[src/rtl/udm_bus_arbiter.sv]
// udm_bus_arbiter: shares one UDM-style slave bus between two masters.
// m0 is the udm_memsplit debug master, m1 a second master (e.g. CPU data port).
// Requests are forwarded combinationally. Read owners are tracked in an in-order
// ID FIFO, and read responses are steered back, registered, to the owning master.
// Optional feature: define UDM_ARB_RR_EN for round-robin arbitration instead of
// fixed m0 priority.

module udm_bus_arbiter #(
   parameter int OUTST_DEPTH = 4,
   parameter int ADDR_W      = 32,
   parameter int DATA_W      = 32
) (
   input  logic                  clk_i,
   input  logic                  rst_i,

   input  logic                  m0_req_i,
   input  logic                  m0_we_i,
   input  logic [ADDR_W-1:0]     m0_addr_bi,
   input  logic [DATA_W/8-1:0]   m0_be_bi,
   input  logic [DATA_W-1:0]     m0_wdata_bi,
   output logic                  m0_ack_o,
   output logic                  m0_resp_o,
   output logic [DATA_W-1:0]     m0_rdata_bo,

   input  logic                  m1_req_i,
   input  logic                  m1_we_i,
   input  logic [ADDR_W-1:0]     m1_addr_bi,
   input  logic [DATA_W/8-1:0]   m1_be_bi,
   input  logic [DATA_W-1:0]     m1_wdata_bi,
   output logic                  m1_ack_o,
   output logic                  m1_resp_o,
   output logic [DATA_W-1:0]     m1_rdata_bo,

   output logic                  s_req_o,
   output logic                  s_we_o,
   output logic [ADDR_W-1:0]     s_addr_bo,
   output logic [DATA_W/8-1:0]   s_be_bo,
   output logic [DATA_W-1:0]     s_wdata_bo,
   input  logic                  s_ack_i,
   input  logic                  s_resp_i,
   input  logic [DATA_W-1:0]     s_rdata_bi,

   output logic                  err_o
);

   localparam int PTR_W = $clog2(OUTST_DEPTH);
   localparam int CNT_W = PTR_W + 1;
   localparam logic [CNT_W-1:0] FULL_CNT = CNT_W'(OUTST_DEPTH);

   // Arbitration and handshake signals
   logic sel_m1;
   logic sel_req;
   logic blk;
   logic fifo_full;
   logic fifo_empty;
   logic push;
   logic pop;
   logic spurious;
   logic head_id;

   // ID FIFO state: one bit per entry (0 = m0, 1 = m1)
   logic [OUTST_DEPTH-1:0] id_mem_q, id_mem_d;
   logic [PTR_W-1:0]       wr_ptr_q, wr_ptr_d;
   logic [PTR_W-1:0]       rd_ptr_q, rd_ptr_d;
   logic [CNT_W-1:0]       count_q, count_d;

   // Registered response path and sticky error
   logic              m0_resp_q, m0_resp_d;
   logic              m1_resp_q, m1_resp_d;
   logic [DATA_W-1:0] m0_rdata_q, m0_rdata_d;
   logic [DATA_W-1:0] m1_rdata_q, m1_rdata_d;
   logic              err_q, err_d;

`ifdef UDM_ARB_RR_EN
   // Last-grant register: 1 means m1 was the last master accepted
   logic last_q, last_d;

   // Round-robin choice: on contention the master that did not win last time goes
   always_comb begin
      sel_m1 = m1_req_i;
      if (m0_req_i && m1_req_i) begin
         sel_m1 = ~last_q;
      end
   end

   // Rotate only when a transfer is actually accepted, so a stalled grant holds
   always_comb begin
      last_d = last_q;
      if (s_req_o && s_ack_i) begin
         last_d = sel_m1;
      end
   end

   // Last-grant register; reset to m1-last so m0 goes first
   always_ff @(posedge clk_i) begin
      if (rst_i) begin
         last_q <= 1'b1;
      end else begin
         last_q <= last_d;
      end
   end
`else
   // Fixed priority: m0 wins whenever it requests, so m1 can be starved
   always_comb begin
      sel_m1 = ~m0_req_i;
   end
`endif

   assign fifo_full  = (count_q == FULL_CNT);
   assign fifo_empty = (count_q == '0);
   assign head_id    = id_mem_q[rd_ptr_q];

   // Mux the selected master's payload onto the slave bus, zero when idle
   always_comb begin
      sel_req    = m0_req_i | m1_req_i;
      s_we_o     = 1'b0;
      s_addr_bo  = '0;
      s_be_bo    = '0;
      s_wdata_bo = '0;
      if (sel_req) begin
         if (sel_m1) begin
            s_we_o     = m1_we_i;
            s_addr_bo  = m1_addr_bi;
            s_be_bo    = m1_be_bi;
            s_wdata_bo = m1_wdata_bi;
         end else begin
            s_we_o     = m0_we_i;
            s_addr_bo  = m0_addr_bi;
            s_be_bo    = m0_be_bi;
            s_wdata_bo = m0_wdata_bi;
         end
      end
   end

   // A read is held off only when no ID slot is free and none frees up this cycle
   always_comb begin
      blk      = sel_req & ~s_we_o & fifo_full & ~s_resp_i;
      s_req_o  = sel_req & ~blk & ~rst_i;
      m0_ack_o = s_ack_i & s_req_o & ~sel_m1;
      m1_ack_o = s_ack_i & s_req_o & sel_m1;
      push     = s_req_o & s_ack_i & ~s_we_o;
      pop      = s_resp_i & ~fifo_empty;
      spurious = s_resp_i & fifo_empty;
   end

   // ID FIFO next state: record owner on accepted reads, retire on each response
   always_comb begin
      id_mem_d = id_mem_q;
      wr_ptr_d = wr_ptr_q;
      rd_ptr_d = rd_ptr_q;
      count_d  = count_q;
      if (push) begin
         id_mem_d[wr_ptr_q] = sel_m1;
         wr_ptr_d           = wr_ptr_q + PTR_W'(1);
      end
      if (pop) begin
         rd_ptr_d = rd_ptr_q + PTR_W'(1);
      end
      case ({push, pop})
         2'b10:   count_d = count_q + CNT_W'(1);
         2'b01:   count_d = count_q - CNT_W'(1);
         default: count_d = count_q;
      endcase
   end

   // Steer the response to the FIFO head owner; responses with no owner raise err
   always_comb begin
      m0_resp_d  = pop & ~head_id;
      m1_resp_d  = pop & head_id;
      m0_rdata_d = m0_resp_d ? s_rdata_bi : '0;
      m1_rdata_d = m1_resp_d ? s_rdata_bi : '0;
      err_d      = err_q | spurious;
   end

   // State registers; reset empties the FIFO and discards outstanding reads
   always_ff @(posedge clk_i) begin
      if (rst_i) begin
         id_mem_q   <= '0;
         wr_ptr_q   <= '0;
         rd_ptr_q   <= '0;
         count_q    <= '0;
         m0_resp_q  <= 1'b0;
         m1_resp_q  <= 1'b0;
         m0_rdata_q <= '0;
         m1_rdata_q <= '0;
         err_q      <= 1'b0;
      end else begin
         id_mem_q   <= id_mem_d;
         wr_ptr_q   <= wr_ptr_d;
         rd_ptr_q   <= rd_ptr_d;
         count_q    <= count_d;
         m0_resp_q  <= m0_resp_d;
         m1_resp_q  <= m1_resp_d;
         m0_rdata_q <= m0_rdata_d;
         m1_rdata_q <= m1_rdata_d;
         err_q      <= err_d;
      end
   end

   assign m0_resp_o   = m0_resp_q;
   assign m1_resp_o   = m1_resp_q;
   assign m0_rdata_bo = m0_rdata_q;
   assign m1_rdata_bo = m1_rdata_q;
   assign err_o       = err_q;

endmodule

[config.mk]
export PLATFORM = sky130hd
export DESIGN_NAME = udm_bus_arbiter
export DESIGN_NICKNAME = d
export VERILOG_FILES = /design/src/rtl/udm_bus_arbiter.sv
export SDC_FILE = /design/constraint.sdc
export NUM_CORES = 1
export LEC_CHECK = 0
export ABC_AREA = 1
export CORE_AREA = 5 5 119 121
export CTS_CLUSTER_DIAMETER = 40
export CTS_CLUSTER_SIZE = 16
export DETAILED_ROUTE_END_ITERATION = 7
export DIE_AREA = 0 0 124 126
export GPL_TIMING_DRIVEN = 0
export PLACE_DENSITY = 0.73
export SLEW_MARGIN = 20
export SYNTH_ARGS = -nofsm -noshare
export SYNTH_HDL_FRONTEND = slang
export SYNTH_SLANG_ARGS = --single-unit
[constraint.sdc]
create_clock -name clk_i -period 6.4 [get_ports clk_i]
set_clock_uncertainty 0.1 [all_clocks]
set_input_delay 1.28 -clock clk_i [delete_from_list [all_inputs] [get_ports clk_i]]
set_output_delay 1.28 -clock clk_i [all_outputs]
set_load 0.01 [all_outputs]
==> run metrics <==
Storage cell area=1560 um2; Remaining Overflow, GRT=0; hold slack=0.387 ns; top cells by count, synth=nor2_1 (112), nand2_1 (88), dfxtp_1 (78), inv_1 (78), a21oi_1 (46); Gate power share=0.282; worst slew pin tran=0.585 ns; TritonCTS clock tree=done; Net count, final=1036; vias per cell=4.23; first-pass GRT wire length=22.4 mm; CTS root buffer=clkbuf_16; gpl congestion=0.901; metal3 WL=1.65 mm; post-synth top area cell=dfxtp_1; worst-path fanout max=10; Clock Power Share=0.343; number of global-route vias before repair=4186; Max Slew Vio Count=0; power density over cell area=188 nW/um2; worst vdd ir=0.161 mV; cts bufs inserted=9; Max-Cap Viols=0; sequential share of power=0.375; FILL cells=1249; clk sinks=78; Detailed Place HPWL=13.1 mm; Met2 Wirelength=7.91 mm; H-Tree Depth=3; Iter 0 DRT Violations=150; Vias=4383; total power draw=1.37 mW; WL/cell=15.0 um; Placeable Area=13000 um2; maximum clock insertion buffer count=2; drt pass-1 iters=4; most used flip-flop cell after synthesis=dfxtp_1; max frequency=201 MHz; TNS Setup=0 ns; layout cells sized above 1=0.0850; P_leak=3.16 nW; Post-synth EDFFs=0; Initial Util=0.280; # IOs=315; Synth warnings=0; Die Height=126 um; Max-slew headroom=0.610; Seq cells post-synth=78; area share of the largest cell type after synthesis=0.430; setup bufs post-CTS=0; Critical Path RT=5.02 ns; Mapped Nets=712; outcome=complete, no violations; largest net degree at the start of global routing=16; synth top area cells=dfxtp_1 (43%), nor2_1 (12%), nand2_1 (9.1%); footprint of the multi-input gates=1590 um2; post_cts resized=0; synthesized area=3630 um2; CP Data Arrival Time=3.60 ns; syn avg cell area=6.86 um2; CP Capture Type=output port; Internal=0.995 mW; initial antenna violation count=0; top-count cell post-synth=nor2_1; final setup fails=0; final period utilization=0.778; Horiz. Die Dim=124 um; RSZ-0062 raised after global routing=no; Worst Hold Class=reg -> reg; Mapped Cells=530; Layout area overhead=100%; async set or reset register ratio after synthesis=0; Sw Ratio=0.271; Final min period=4.98 ns; Worst-Skew Late Latency=0.32 ns; hold_buf cts=0; row cnt=42; WS Path Type=in -> out; buffers added on ports=313; DRT met1 WL=5.68 mm; Total GRT Usage=0.186; Final ANT Viol Nets=0; Post-Route WL=15.5 mm; startpoint class of the critical path=input port; Cell variety after synth=26; top sig layer=met4; Worst-path clk slew=0.06 ns; die area=15600 um2; final hold vios=0; antenna cells=0; Post-route DRC=0; Psw=0.371 mW; sequential share of the synthesized area=0.430
worst paths after layout:
| check | startpoint | endpoint | slack (ns) | depth (start not counted) |
|---|---|---|---|---|
| min | id_mem_q[0]$_SDFFE_PP0P_ | id_mem_q[0]$_SDFFE_PP0P_ | 0.39 | 2 |
| min reg2reg | id_mem_q[0]$_SDFFE_PP0P_ | id_mem_q[0]$_SDFFE_PP0P_ | 0.39 | 2 |
| max | m0_req_i | s_addr_bo[11] | 1.42 | 7 |
| max reg2reg | count_q[0]$_SDFFE_PP0P_ | count_q[2]$_SDFFE_PP0P_ | 4.19 | 12 |
worst max-delay path, cell delays in order:
cell             delay [ns]
clkdlybuf4s50_1        0.51
inv_2                  0.15
buf_2                  0.23
buf_1                  0.49
nor2_1                 0.08
nor2_1                 0.26
clkdlybuf4s50_1        0.60
flip-flops by register name (all words and copies together) (netlist names):
register     flops
m0_resp_o        1
count_q          3
id_mem_q         4
err_o            1
m1_rdata_bo     32
m1_resp_o        1
wr_ptr_q         2
m0_rdata_bo     32
rd_ptr_q         2
power groups by stage:
stage | Clock [mW] | Sequential [mW] | Combinational [mW]
final | 0.468 | 0.513 | 0.385
after global routing | 0.503 | 0.515 | 0.420
after CTS | 0.483 | 0.513 | 0.388
after detailed placement | 0 | 0.524 | 0.387
after global placement | 0 | 0.523 | 0.382
after floorplan | 0 | 0.531 | 0.138
placed cells by master (no fill, tap or decap), drive strengths merged, types with 5 or more instances in the layout:
cell type and instances:
ha 5, o21ai 39, nand2 91, clkbuf 25
buf 13, dfxtp 78, nor2 143, a21oi 47
clkdlybuf4s50 313, inv 89, nand3 5
stage by stage:
stage | cells | instance area [um2] | worst slack, ns | utilization
floorplan | 530 | 3630 | 2.89 | -
global placement | 1019 | 6990 | 1.48 | 0.538
detailed placement | 1019 | 6990 | 1.46 | 0.538
CTS | 1035 | 7270 | 1.45 | 0.560
global route | 1035 | 7270 | 1.28 | 0.560
finish | 1035 | 7270 | 1.42 | 0.560
final cells by class:
type,instances,area share
buffer,29,0.0222
clock buffer,9,0.0310
clock inverter,7,0.00792
inverter,86,0.0444
multi-input combinational,337,0.218
sequential,78,0.215
tap,176,0.0303
timing repair buffer,313,0.431
cells by family after synthesis:
group | synth area share
AOI/OAI and AO/OA | 0.130
adders and majority gates | 0.0227
buffers and inverters | 0.133
DFF | 0.430
and+or+nand+nor | 0.284
routing by layer:
layer	track usage	up-vias
li1	-	2238
met1	0.196	1949
met2	0.342	171
met3	0.0632	25
met4	0.0580	0
met5	0	-
Power figures use the tool's default switching activity.
